**config.mk**
```make
export PLATFORM = sky130hd
export DESIGN_NAME = stopwatch_ctrl
export DESIGN_NICKNAME = d
export VERILOG_FILES = /design/src/rtl/stopwatch_pkg.sv /design/src/rtl/stopwatch_ctrl_key_event.sv /design/src/rtl/stopwatch_ctrl.sv
export SDC_FILE = /design/constraint.sdc
export NUM_CORES = 1
export LEC_CHECK = 0
export CORE_MARGIN = 5
export CORE_UTILIZATION = 65
export CTS_BUF_LIST = sky130_fd_sc_hd__clkbuf_4
export DETAILED_ROUTE_END_ITERATION = 6
export HOLD_SLACK_MARGIN = 0.15
export PLACE_DENSITY = 0.86
export SLEW_MARGIN = 20
export SYNTH_ARGS = -nofsm -noshare
export SYNTH_HDL_FRONTEND = slang
export SYNTH_SLANG_ARGS = --single-unit
```
**constraint.sdc**
```tcl
create_clock -name clk -period 4.95 [get_ports clk]
set_input_delay 0.99 -clock clk [delete_from_list [all_inputs] [get_ports clk]]
set_output_delay 0.99 -clock clk [all_outputs]
set_load 0.02 [all_outputs]
```
**src/rtl/stopwatch_pkg.sv**
```systemverilog
// Shared types and constants for the stopwatch controller.
// State encoding and time-width constants.
package stopwatch_pkg;

    localparam int TIME_W           = 19;
    localparam int MAX_TIME_DEFAULT = 359999;

    typedef enum logic [1:0] {
        ST_IDLE  = 2'd0,
        ST_RUN   = 2'd1,
        ST_PAUSE = 2'd2,
        ST_LAP   = 2'd3
    } state_t;

    function automatic logic is_counting(input state_t s);
        return (s == ST_RUN) || (s == ST_LAP);
    endfunction

endpackage

```
**src/rtl/stopwatch_ctrl_key_event.sv**
```systemverilog
// Key conditioning: 2-flop sync, optional debounce, fall-edge press pulse.
// Debounce stage enabled by defining STOPWATCH_DEBOUNCE_EN.
module key_event #(
    parameter int DEBOUNCE_CYCLES = 250000
) (
    input  logic clk,
    input  logic reset,
    input  logic i_key_n,
    output logic o_press
);

    logic [1:0] r_sync;
    logic       r_prev;
    logic       w_level;

    if (DEBOUNCE_CYCLES < 1) begin : g_bad_param
        $error("key_event: DEBOUNCE_CYCLES must be >= 1");
    end

    // bring the asynchronous key into the clock domain; idle level is high
    always_ff @(posedge clk or negedge reset) begin
        if (!reset) begin
            r_sync <= 2'b11;
        end else begin
            r_sync <= {r_sync[0], i_key_n};
        end
    end

`ifdef STOPWATCH_DEBOUNCE_EN
    localparam int CNT_W = $clog2(DEBOUNCE_CYCLES + 1);
    localparam logic [CNT_W-1:0] CNT_LAST = CNT_W'(DEBOUNCE_CYCLES - 1);

    logic [CNT_W-1:0] r_cnt;
    logic             r_db;

    // level follows the synced key only after it differs for the full window
    always_ff @(posedge clk or negedge reset) begin
        if (!reset) begin
            r_cnt <= '0;
            r_db  <= 1'b1;
        end else if (r_sync[1] == r_db) begin
            r_cnt <= '0;
        end else if (r_cnt == CNT_LAST) begin
            r_db  <= r_sync[1];
            r_cnt <= '0;
        end else begin
            r_cnt <= r_cnt + 1'b1;
        end
    end

    assign w_level = r_db;
`else
    assign w_level = r_sync[1];
`endif

    // remember last level so only a high-to-low change makes an event
    always_ff @(posedge clk or negedge reset) begin
        if (!reset) begin
            r_prev <= 1'b1;
        end else begin
            r_prev <= w_level;
        end
    end

    assign o_press = r_prev & ~w_level;

endmodule

```
**src/rtl/stopwatch_ctrl.sv**
```systemverilog
// Stopwatch controller: key events, run/pause/lap FSM, tick prescaler, counter.
// Optional key debouncing via STOPWATCH_DEBOUNCE_EN.
module stopwatch_ctrl
    import stopwatch_pkg::*;
#(
    parameter int TICK_DIV        = 500000,
    parameter int MAX_TIME        = MAX_TIME_DEFAULT,
    parameter int DEBOUNCE_CYCLES = 250000
) (
    input  logic              clk,
    input  logic              reset,
    input  logic              key_start_n,
    input  logic              key_lap_n,
    input  logic              key_clear_n,
    output logic [TIME_W-1:0] time_cs,
    output logic              run,
    output logic              paused,
    output logic              lap_hold,
    output logic              tick,
    output logic              wrap
);

    localparam int PRE_W = (TICK_DIV > 1) ? $clog2(TICK_DIV) : 1;
    localparam logic [PRE_W-1:0]  PRE_LAST = PRE_W'(TICK_DIV - 1);
    localparam logic [TIME_W-1:0] LIVE_MAX = TIME_W'(MAX_TIME);

    if (TICK_DIV < 1 || MAX_TIME < 0 || MAX_TIME >= (1 << TIME_W)) begin : g_bad_param
        $error("stopwatch_ctrl: TICK_DIV or MAX_TIME out of range");
    end

    state_t            r_state;
    logic [PRE_W-1:0]  r_pre;
    logic [TIME_W-1:0] r_live;
    logic [TIME_W-1:0] r_lap;

    logic w_start;
    logic w_lap;
    logic w_clear;
    logic w_counting;
    logic w_tick;
    logic w_top;

    key_event #(.DEBOUNCE_CYCLES(DEBOUNCE_CYCLES)) u_key_start (
        .clk     (clk),
        .reset   (reset),
        .i_key_n (key_start_n),
        .o_press (w_start)
    );

    key_event #(.DEBOUNCE_CYCLES(DEBOUNCE_CYCLES)) u_key_lap (
        .clk     (clk),
        .reset   (reset),
        .i_key_n (key_lap_n),
        .o_press (w_lap)
    );

    key_event #(.DEBOUNCE_CYCLES(DEBOUNCE_CYCLES)) u_key_clear (
        .clk     (clk),
        .reset   (reset),
        .i_key_n (key_clear_n),
        .o_press (w_clear)
    );

    assign w_counting = is_counting(r_state);
    assign w_tick     = w_counting && (r_pre == PRE_LAST);
    assign w_top      = (r_live == LIVE_MAX);

    // counting follows the current state; the case below may override it
    always_ff @(posedge clk or negedge reset) begin
        if (!reset) begin
            r_state <= ST_IDLE;
            r_pre   <= '0;
            r_live  <= '0;
            r_lap   <= '0;
        end else begin
            if (w_counting) begin
                if (w_tick) begin
                    r_pre  <= '0;
                    r_live <= w_top ? '0 : r_live + 1'b1;
                end else begin
                    r_pre  <= r_pre + 1'b1;
                end
            end
            unique case (r_state)
                ST_IDLE: begin
                    r_pre <= '0;
                    if (w_start) begin
                        r_state <= ST_RUN;
                    end
                end
                ST_RUN: begin
                    if (w_start) begin
                        r_state <= ST_PAUSE;
                    end else if (w_lap) begin
                        r_state <= ST_LAP;
                        r_lap   <= r_live;
                    end
                end
                ST_LAP: begin
                    if (w_clear) begin
                        r_state <= ST_RUN;
                    end else if (w_start) begin
                        r_state <= ST_PAUSE;
                    end else if (w_lap) begin
                        r_lap <= r_live;
                    end
                end
                ST_PAUSE: begin
                    if (w_clear) begin
                        r_state <= ST_IDLE;
                        r_live  <= '0;
                        r_lap   <= '0;
                        r_pre   <= '0;
                    end else if (w_start) begin
                        r_state <= ST_RUN;
                    end
                end
                default: begin
                    r_state <= ST_IDLE;
                end
            endcase
        end
    end

    assign time_cs  = (r_state == ST_LAP) ? r_lap : r_live;
    assign run      = w_counting;
    assign paused   = (r_state == ST_PAUSE);
    assign lap_hold = (r_state == ST_LAP);
    assign tick     = w_tick;
    assign wrap     = w_tick & w_top;

endmodule

```
# Yosys cells after proc, flatten, opt, wreduce, memory -nomap -nowiden
# Index checks and enable logic that the tools add are counted.
[totals] reg_bits=68 in_bits=5 elab_cells=56
[classes] n_addsub=2 n_eq_ne=9 n_mux=22 bitwise_logic=7 n_reduce_logical=6
[ops] cell="two-way mux 19 bit" n=13
[ops] cell="one-hot mux 19 bit (3 select lines)" n=1
[ops] cell="adder 19 x 1 -> 19 bit (second input constant)" n=2
[ops] cell="equality test 19 bit (second input constant)" n=2
[ops] cell="one-hot mux 19 bit (2 select lines)" n=1
[ops] cell="two-way mux 2 bit" n=6
[ops] cell="one-hot mux 2 bit (4 select lines)" n=1
[ops] cell="!= test 3 x 1 -> 1 bit (second input constant)" n=2
[ops] cell="AND 1 bit" n=4
[ops] cell="equality test 2 bit (second input constant)" n=2
[ops] cell="inverter 1 bit" n=3
[ops] cell="AND reduction 3 bit" n=1
[ops] cell="nonzero test 3 bit" n=1
[ops] cell="equality test 2 x 1 -> 1 bit (second input constant)" n=1
[ops] cell="zero test 2 bit" n=1
[ops] cell="!= test 2 x 1 -> 1 bit (second input constant)" n=1
[ops] cell="!= test 2 bit (second input constant)" n=1
[ops] cell="AND reduction 2 bit" n=1
[ops] cell="logical AND 1 bit" n=1
[ops] cell="logical OR 1 bit" n=1

# Longest topological paths before layout
# Gate-level depths: netlist of the first run.
[logic_depth] word_depth=7 mapped_depth=8 depth_no_buf=7

# Hierarchy
# Synthesis of the first run repeated with hierarchy kept, for this count alone.
[unflattened] cells_unflattened=359 area_unflattened_um2=3509.6
[modules_own_cells] module="stopwatch_ctrl" instances=1 cells_each=347 area_each_um2=3231.8 seq_area_each_um2=1476.4
[modules_own_cells] module="key_event" instances=3 cells_each=4 area_each_um2=92.6 seq_area_each_um2=78.8

# Worst setup path after synthesis of the first run
# No wires, ideal clock.
[synth_timing] path_kind="reg2out" from="register r_pre[11]" to="output port wrap" arrival_time_ps=1744 slack_ps=2216 stages_incl_launch_ff=6 path_buffers=1 path_cell_list="dfrtp_1 > or4b_4 > nor3_4 > nand2_4 > clkbuf_1 > nor2_1"
[synth_via] elab_chain_len=3
[synth_lines] item="start, declared" line="stopwatch_ctrl.sv:32" rtl="logic [PRE_W-1:0] r_pre;"
[synth_lines] item="start signal, assigned" line="stopwatch_ctrl.sv:81" rtl="r_pre <= r_pre + 1'b1;"
[synth_lines] item="equality test 19 bit" line="stopwatch_ctrl.sv:65" rtl="assign w_tick = w_counting && (r_pre == PRE_LAST);"
[synth_lines] item="logical AND 1 bit" line="stopwatch_ctrl.sv:65"
[synth_lines] item="AND 1 bit" line="stopwatch_ctrl.sv:130" rtl="assign wrap = w_tick & w_top;"
[synth_lines] item="end, declared" line="stopwatch_ctrl.sv:20" rtl="output logic wrap"
# No other way between the ends.

# Final worst setup path of the first run
[layout_timing] from="register r_pre[11]" to="output port tick"
[layout_via] elab_chain_len=2
[layout_lines] item="equality test 19 bit" line="stopwatch_ctrl.sv:65"
[layout_lines] item="logical AND 1 bit" line="stopwatch_ctrl.sv:65"
[layout_lines] item="end, declared" line="stopwatch_ctrl.sv:19" rtl="output logic tick,"
# No other way between the ends.

==> results.cfg, run 1 <==
[critical_path]
timing.critical_path.from_type = register
worstRegToRegCells = 6
required_ps = 3960
reg2reg_setup_slack_ps = 2730
crit_fanout = 21
capturing_element_type_of_the_critical_path = output pin
setup.worst_path.class = reg -> out
critical_path_data_arrival_time_ps = 2770
r2r_start = r_pre[11]$_DFF_PN0_
worst_r2r_endpoint = r_live[13]$_DFF_PN0_

[global_routing]
globalRouteTotalUtil_pct = 23.15
grt_antenna_before_repair = 0
grt_first_pass_wirelength_um = 13190
grt.overflow.total = 0
number_of_global_route_vias_before_repair = 2752
grt_max_degree = 43

[sta]
actual_transition_at_the_worst_max_transition_pin_ps = 927.2
clock.fmax_mhz = 265.7
setup_viol = 0
rsz_0062_raised_after_global_routing = no
min_period_over_period_pct = 76.04
maxSlewHeadroom_pct = 38.19
setup-tns-final_ps = 0
worst_case_clock_skew_ps = 21.38
timing.final.crit_period_ps = 3764
finalHoldViolations = 0
timing.final.max_slew_violations = 0

[synth]
syn-num-nets = 384
leading_area_contributor_after_synthesis = dfrtp_1
ys_ff_latch = 68
netlist_top_cells_area = dfrtp_1 (42%), nand2_1 (7.2%), dfstp_2 (6.7%)
synthesis.instances = 377
netlist_top_cells_count = nand2_1 (67), dfrtp_1 (59), o21ai_0 (29)
syn-cell-area_um2 = 3508
yosys.area.top_type_share_pct = 42.08
synthesis.yosys.warnings = 0
synth-edff-count = 0
synthMostInstantiatedCell = nand2_1
synthesis.area_per_instance_um2 = 9.306
synth-seq-area-share_pct = 48.82
dominantRegCellSynth = dfrtp_1
asyncSetResetFlopFracSynth_pct = 100.0
ys_types = 47

[floorplan]
ioPinCount = 29
initial_core_util_pct = 67.83
std_cell_rows = 26
core_region_area_um2 = 5172
dieWidth_um = 83.47
die_area_um2 = 6966
die_h_um = 83.47

[cells_and_area]
nets = 398
drive_gt1_share_pct = 13.89
area_taken_by_multi_input_logic_gates_um2 = 1668
seq_area_um2 = 1713
insertedDiodeCount = 0
fillers = 352
areaGrowthSynthToFinish_pct = 12.84

[clocking]
ctsResizeCount = 0
htreeDepth = 3
clock_tree_buffer_depth = 2
tritoncts = yes
cts_inserted_buffers = 9
cts_hold_buffers = 0
clkSlewWorstSetupHoldPaths_ps = 120
clk_latency_ps = 420
post_cts.repair.setup_buffers = 0
cts_root_buf = clkbuf_4
clkSinkCount = 68

[power_and_ir_drop]
p_total_mw = 1.301
vdd.ir_drop.worst_v = 0.0003176
power.density_nw_per_um2 = 328.5
leakage_nw = 1.693

[routing]
wl_per_cell_um = 15.95
vias = 2841
drt-initial-drc-count = 308
via_per_inst = 6.097
detail_route.drc_violations = 0
drtAntennaViolNets = 0
wl_um = 7434
drt_pre_antenna_iters = 5

[placed_design]
detailedPlacementHpwl_um = 4768
io_buf_count = 28
finalWeightedCongestion = 0.8298

[hold_path]
holdPathEnd = u_key_clear.r_sync[1]$_DFF_PN1_
holdPathStages = 0
worstHoldPathType = reg -> reg
min_from = u_key_clear.r_sync[0]$_DFF_PN1_

[status]
outcome = finished clean

[run]
maxCapViolations = 0
==> flip-flops by register name, indices dropped and copies added (netlist names) <==
name	flops
u_key_start.r_prev	1
r_pre	19
r_lap	19
r_live	19
u_key_lap.r_sync	2
u_key_start.r_sync	2
u_key_clear.r_sync	2
u_key_lap.r_prev	1
r_state	2
u_key_clear.r_prev	1
==> power by group <==
| group | switching (mW) | total, mW | leakage, nW | internal, mW |
|---|---|---|---|---|
| Combinational | 0.139 | 0.215 | 0.680 | 0.0764 |
| Sequential | 0.0316 | 0.612 | 0.912 | 0.581 |
| Clock | 0.214 | 0.473 | 0.101 | 0.259 |
==> through the flow <==
stage / hold WS (ps) / instance area (µm²) / setup slack [ps] / cells / util, %
2_1_floorplan: 345.2 / 3508 / 2216 / 377 / -
3_3_place_gp: 345.9 / 3766 / 1689 / 450 / 72.81
3_5_place_dp: 347.9 / 3766 / 1656 / 450 / 72.81
4_1_cts: 366.6 / 3955 / 1181 / 466 / 76.46
5_1_grt: 373.7 / 3959 / 1048 / 466 / 76.54
6_report: 365.3 / 3959 / 1186 / 466 / 76.54
==> per-layer routing <==
metal,global-route usage [%],share of wire [%],vias to the layer above
met2,38.41,51,79
li1,-,-,1356
met1,29.63,43,1398
met5,0,0,-
met3,4.442,5.6,8
met4,9.942,0.85,0
==> area by class of cell <==
type / instances / area share (%)
clock inverter: 7 / 3.066
tap: 70 / 2.212
sequential: 68 / 43.27
inverter: 3 / 0.2844
clock buffer: 9 / 1.707
timing repair buffer: 30 / 7.332
multi-input combinational: 279 / 42.13
==> logic make-up after synthesis <==
| group | share of synthesized area [%] |
|---|---|
| compound gates | 8.845 |
| xor+xnor | 4.743 |
| fa+ha+maj | 0.7132 |
| buf+inv | 3.744 |
| flops | 48.82 |
| mux | 6.705 |
| simple gates | 26.43 |
==> worst max path at each step <==
stage | from | endpoint | slack (ps) | cells past startpoint
floorplan | r_pre[11]$_DFF_PN0_ | wrap | 2220 | 5
detailed placement | r_pre[11]$_DFF_PN0_ | tick | 1660 | 5
finish | r_pre[11]$_DFF_PN0_ | tick | 1190 | 5
CTS | r_pre[11]$_DFF_PN0_ | tick | 1180 | 5
global placement | r_pre[11]$_DFF_PN0_ | tick | 1690 | 5
global route | r_pre[14]$_DFF_PN0_ | tick | 1050 | 5
==> critical path: stages, from the launching register on <==
cell             delay, ps
dfrtp_1                430
or4b_4                 560
nor3_4                 200
nand2_4                180
inv_2                  310
clkdlybuf4s50_1        670
==> cell usage in the layout (no fill, tap or decap), drive strengths merged, types with 2 or more instances in the layout <==
cell type,synthesis,routed
clkdlybuf4s50,0,27
bufinv,0,3
xor2,10,10
or3,2,2
a31oi,4,4
nor4,4,4
dfstp,9,9
a41oi,4,4
nand3,23,23
nor3,12,12
nor2,27,27
inv,3,5
clkinv,0,2
xnor2,9,9
a21oi,8,8
buf,9,3
nand4,15,15
ha,2,2
dfrtp,59,59
or4b,2,2
nand2,68,68
nor2b,6,6
mux2,20,20
nand3b,2,2
nand2b,4,4
and3,8,8
clkbuf,18,9
o21ai,29,29
and4,6,6
and2,2,2
Power figures use the tool's default switching activity.
==> inputs of run 2 (changes only) <==
--- a/config.mk
+++ b/config.mk
@@ -6,11 +6,11 @@
 export NUM_CORES = 1
 export LEC_CHECK = 0
 export CORE_MARGIN = 5
-export CORE_UTILIZATION = 65
+export CORE_UTILIZATION = 54
 export CTS_BUF_LIST = sky130_fd_sc_hd__clkbuf_4
 export DETAILED_ROUTE_END_ITERATION = 6
 export HOLD_SLACK_MARGIN = 0.15
-export PLACE_DENSITY = 0.86
+export PLACE_DENSITY = 0.76
 export SLEW_MARGIN = 20
 export SYNTH_ARGS = -nofsm -noshare
 export SYNTH_HDL_FRONTEND = slang
==> constraint.sdc (replaced) <==
create_clock -name clk -period 3.2 [get_ports clk]
set_input_delay 0.64 -clock clk [delete_from_list [all_inputs] [get_ports clk]]
set_output_delay 0.64 -clock clk [all_outputs]
set_load 0.02 [all_outputs]
==> results.cfg, run 2 (same netlist as run 1, synthesis figures left out) <==
[status]
outcome = finished clean

[cells_and_area]
reg.largest.list = r_lap: 19 flops, r_live: 19 flops, r_pre: 19 flops
most-common-layout-cells = nand2_1 (67), dfrtp_1 (59), o21ai_0 (29)
post-route-cell-area_um2 = 4011
areaGrowthSynthToFinish_pct = 14.34
seq_area_um2 = 1713
final_common_cell = nand2_1
insertedDiodeCount = 0
drive_gt1_share_pct = 15.56
nets = 407
area_taken_by_multi_input_logic_gates_um2 = 1667
fillers = 508
layout.core_utilization_pct = 63.17

[routing]
drtAntennaViolNets = 0
wl_per_cell_um = 15.80
vias = 2811
drt-initial-drc-count = 210
detail_route.drc_violations = 0
via_per_inst = 5.832
drt_pre_antenna_iters = 5
wl_um = 7618

[global_routing]
grt_first_pass_wirelength_um = 13330
number_of_global_route_vias_before_repair = 2822
grt.overflow.total = 0
globalRouteTotalUtil_pct = 19.72
grt_antenna_before_repair = 0
grt_max_degree = 36

[power_and_ir_drop]
p_total_mw = 1.940
leakage_nw = 1.718
power.density_nw_per_um2 = 483.7
vdd.ir_drop.worst_v = 0.0004659

[sta]
worst_case_clock_skew_ps = 13.80
clock.fmax_mhz = 323.2
setup-tns-final_ps = 0
timing.final.max_slew_violations = 0
min_period_over_period_pct = 96.68
actual_transition_at_the_worst_max_transition_pin_ps = 781.1
setup_viol = 0
rsz_0062_raised_after_global_routing = no
maxSlewHeadroom_pct = 47.93
timing.final.crit_period_ps = 3094
finalHoldViolations = 0

[critical_path]
timing.critical_path.from_type = register
capturing_element_type_of_the_critical_path = output pin
crit_slowest_cell = clkdlybuf4s50_1
setup.worst_path.class = reg -> out
critical-path-max-stage-delay_ps = 610
timing.critical_path.cells = or4b_4 > nor3_4 > nand2_4 > nor2_1 > clkdlybuf4s50_1
critical_path_data_arrival_time_ps = 2450
required_ps = 2560
crit_fanout = 5
cpLargestDelayFamily = simple AND/OR/NAND/NOR gates
timing.critical_path.buf_inv = 1

[clocking]
post_cts.repair.setup_buffers = 0
clk_latency_ps = 420
cts_inserted_buffers = 9
clock_tree_buffer_depth = 2
htreeDepth = 3
clkSinkCount = 68
tritoncts = yes
clkSlewWorstSetupHoldPaths_ps = 120
cts_root_buf = clkbuf_4

[floorplan]
die_h_um = 90.61
core_region_area_um2 = 6350
die_area_um2 = 8209
ioPinCount = 29
initial_core_util_pct = 55.25
std_cell_rows = 29
dieWidth_um = 90.61

[hold_path]
worstHoldPathType = in -> async

[run]
maxCapViolations = 0

[placed_design]
detailedPlacementHpwl_um = 5213
finalWeightedCongestion = 0.8431
placed_area_um2 = 3842
io_buf_count = 28
run 2: per-stage QoR:
step | hold WS, ps | instances | worst slack, ps
finish | 281.6 | 482 | 106.1
global placement | 346.8 | 466 | 587.0
detailed placement | 347.6 | 466 | 557.5
CTS | 300.0 | 482 | 83.33
floorplan | 344.4 | 377 | 816.2
global route | 313.1 | 482 | 10.74
run 2: timing repair:
action,CTS,global route
setup endpoints to repair,0,1
resized for setup,0,1
hold buffers,0,0
run 2: routing by layer:
metal	wire, µm	global-route usage, %	part of all wire, %	vias to the layer above
met5	0	0	0	-
met1	3521	26.78	46	1361
met3	418	5.583	5.5	9
met4	85	6.452	1.1	0
li1	-	-	-	1364
met2	3594	30.39	47	77
run 2: path summary, 6_finish.rpt:
path	start	end	slack, ps	cells past startpoint
worst max-delay path	r_pre[11]$_DFF_PN0_	wrap	110	5
worst min-delay path	reset	r_pre[7]$_DFF_PN0_	280	1
worst max register to register	r_pre[11]$_DFF_PN0_	r_pre[3]$_DFF_PN0_	960	5
worst min register to register	u_key_clear.r_sync[0]$_DFF_PN1_	u_key_clear.r_sync[1]$_DFF_PN1_	360	0
max in group asynchronous	reset	u_key_clear.r_sync[0]$_DFF_PN1_	2100	2
min in group clk	u_key_clear.r_sync[0]$_DFF_PN1_	u_key_clear.r_sync[1]$_DFF_PN1_	360	0
run 2: final cells by class:
class / instances / area share, %
Clock inverter: 7 / 2.464
Multi-Input combinational cell: 279 / 41.55
Inverter: 3 / 0.2807
Clock buffer: 9 / 1.684
Tap cell: 77 / 2.402
Timing Repair Buffer: 39 / 8.921
Sequential cell: 68 / 42.70
run 2: worst reg2reg max path, stage by stage, from the launching register on:
cell and delay [ps]:
dfrtp_1 440, or4b_4 560, nor3_4 210, a31oi_1 190
nor2_2 560, nor2_1 150
run 2: report_power, final:
| group | total (mW) | internal (mW) | switching (mW) | leakage [nW] |
|---|---|---|---|---|
| Clock | 0.645 | 0.320 | 0.325 | 0.0865 |
| Combinational | 0.349 | 0.133 | 0.217 | 0.719 |
| Sequential | 0.945 | 0.898 | 0.0469 | 0.912 |
| Total | 1.94 | 1.35 | 0.589 | 1.72 |
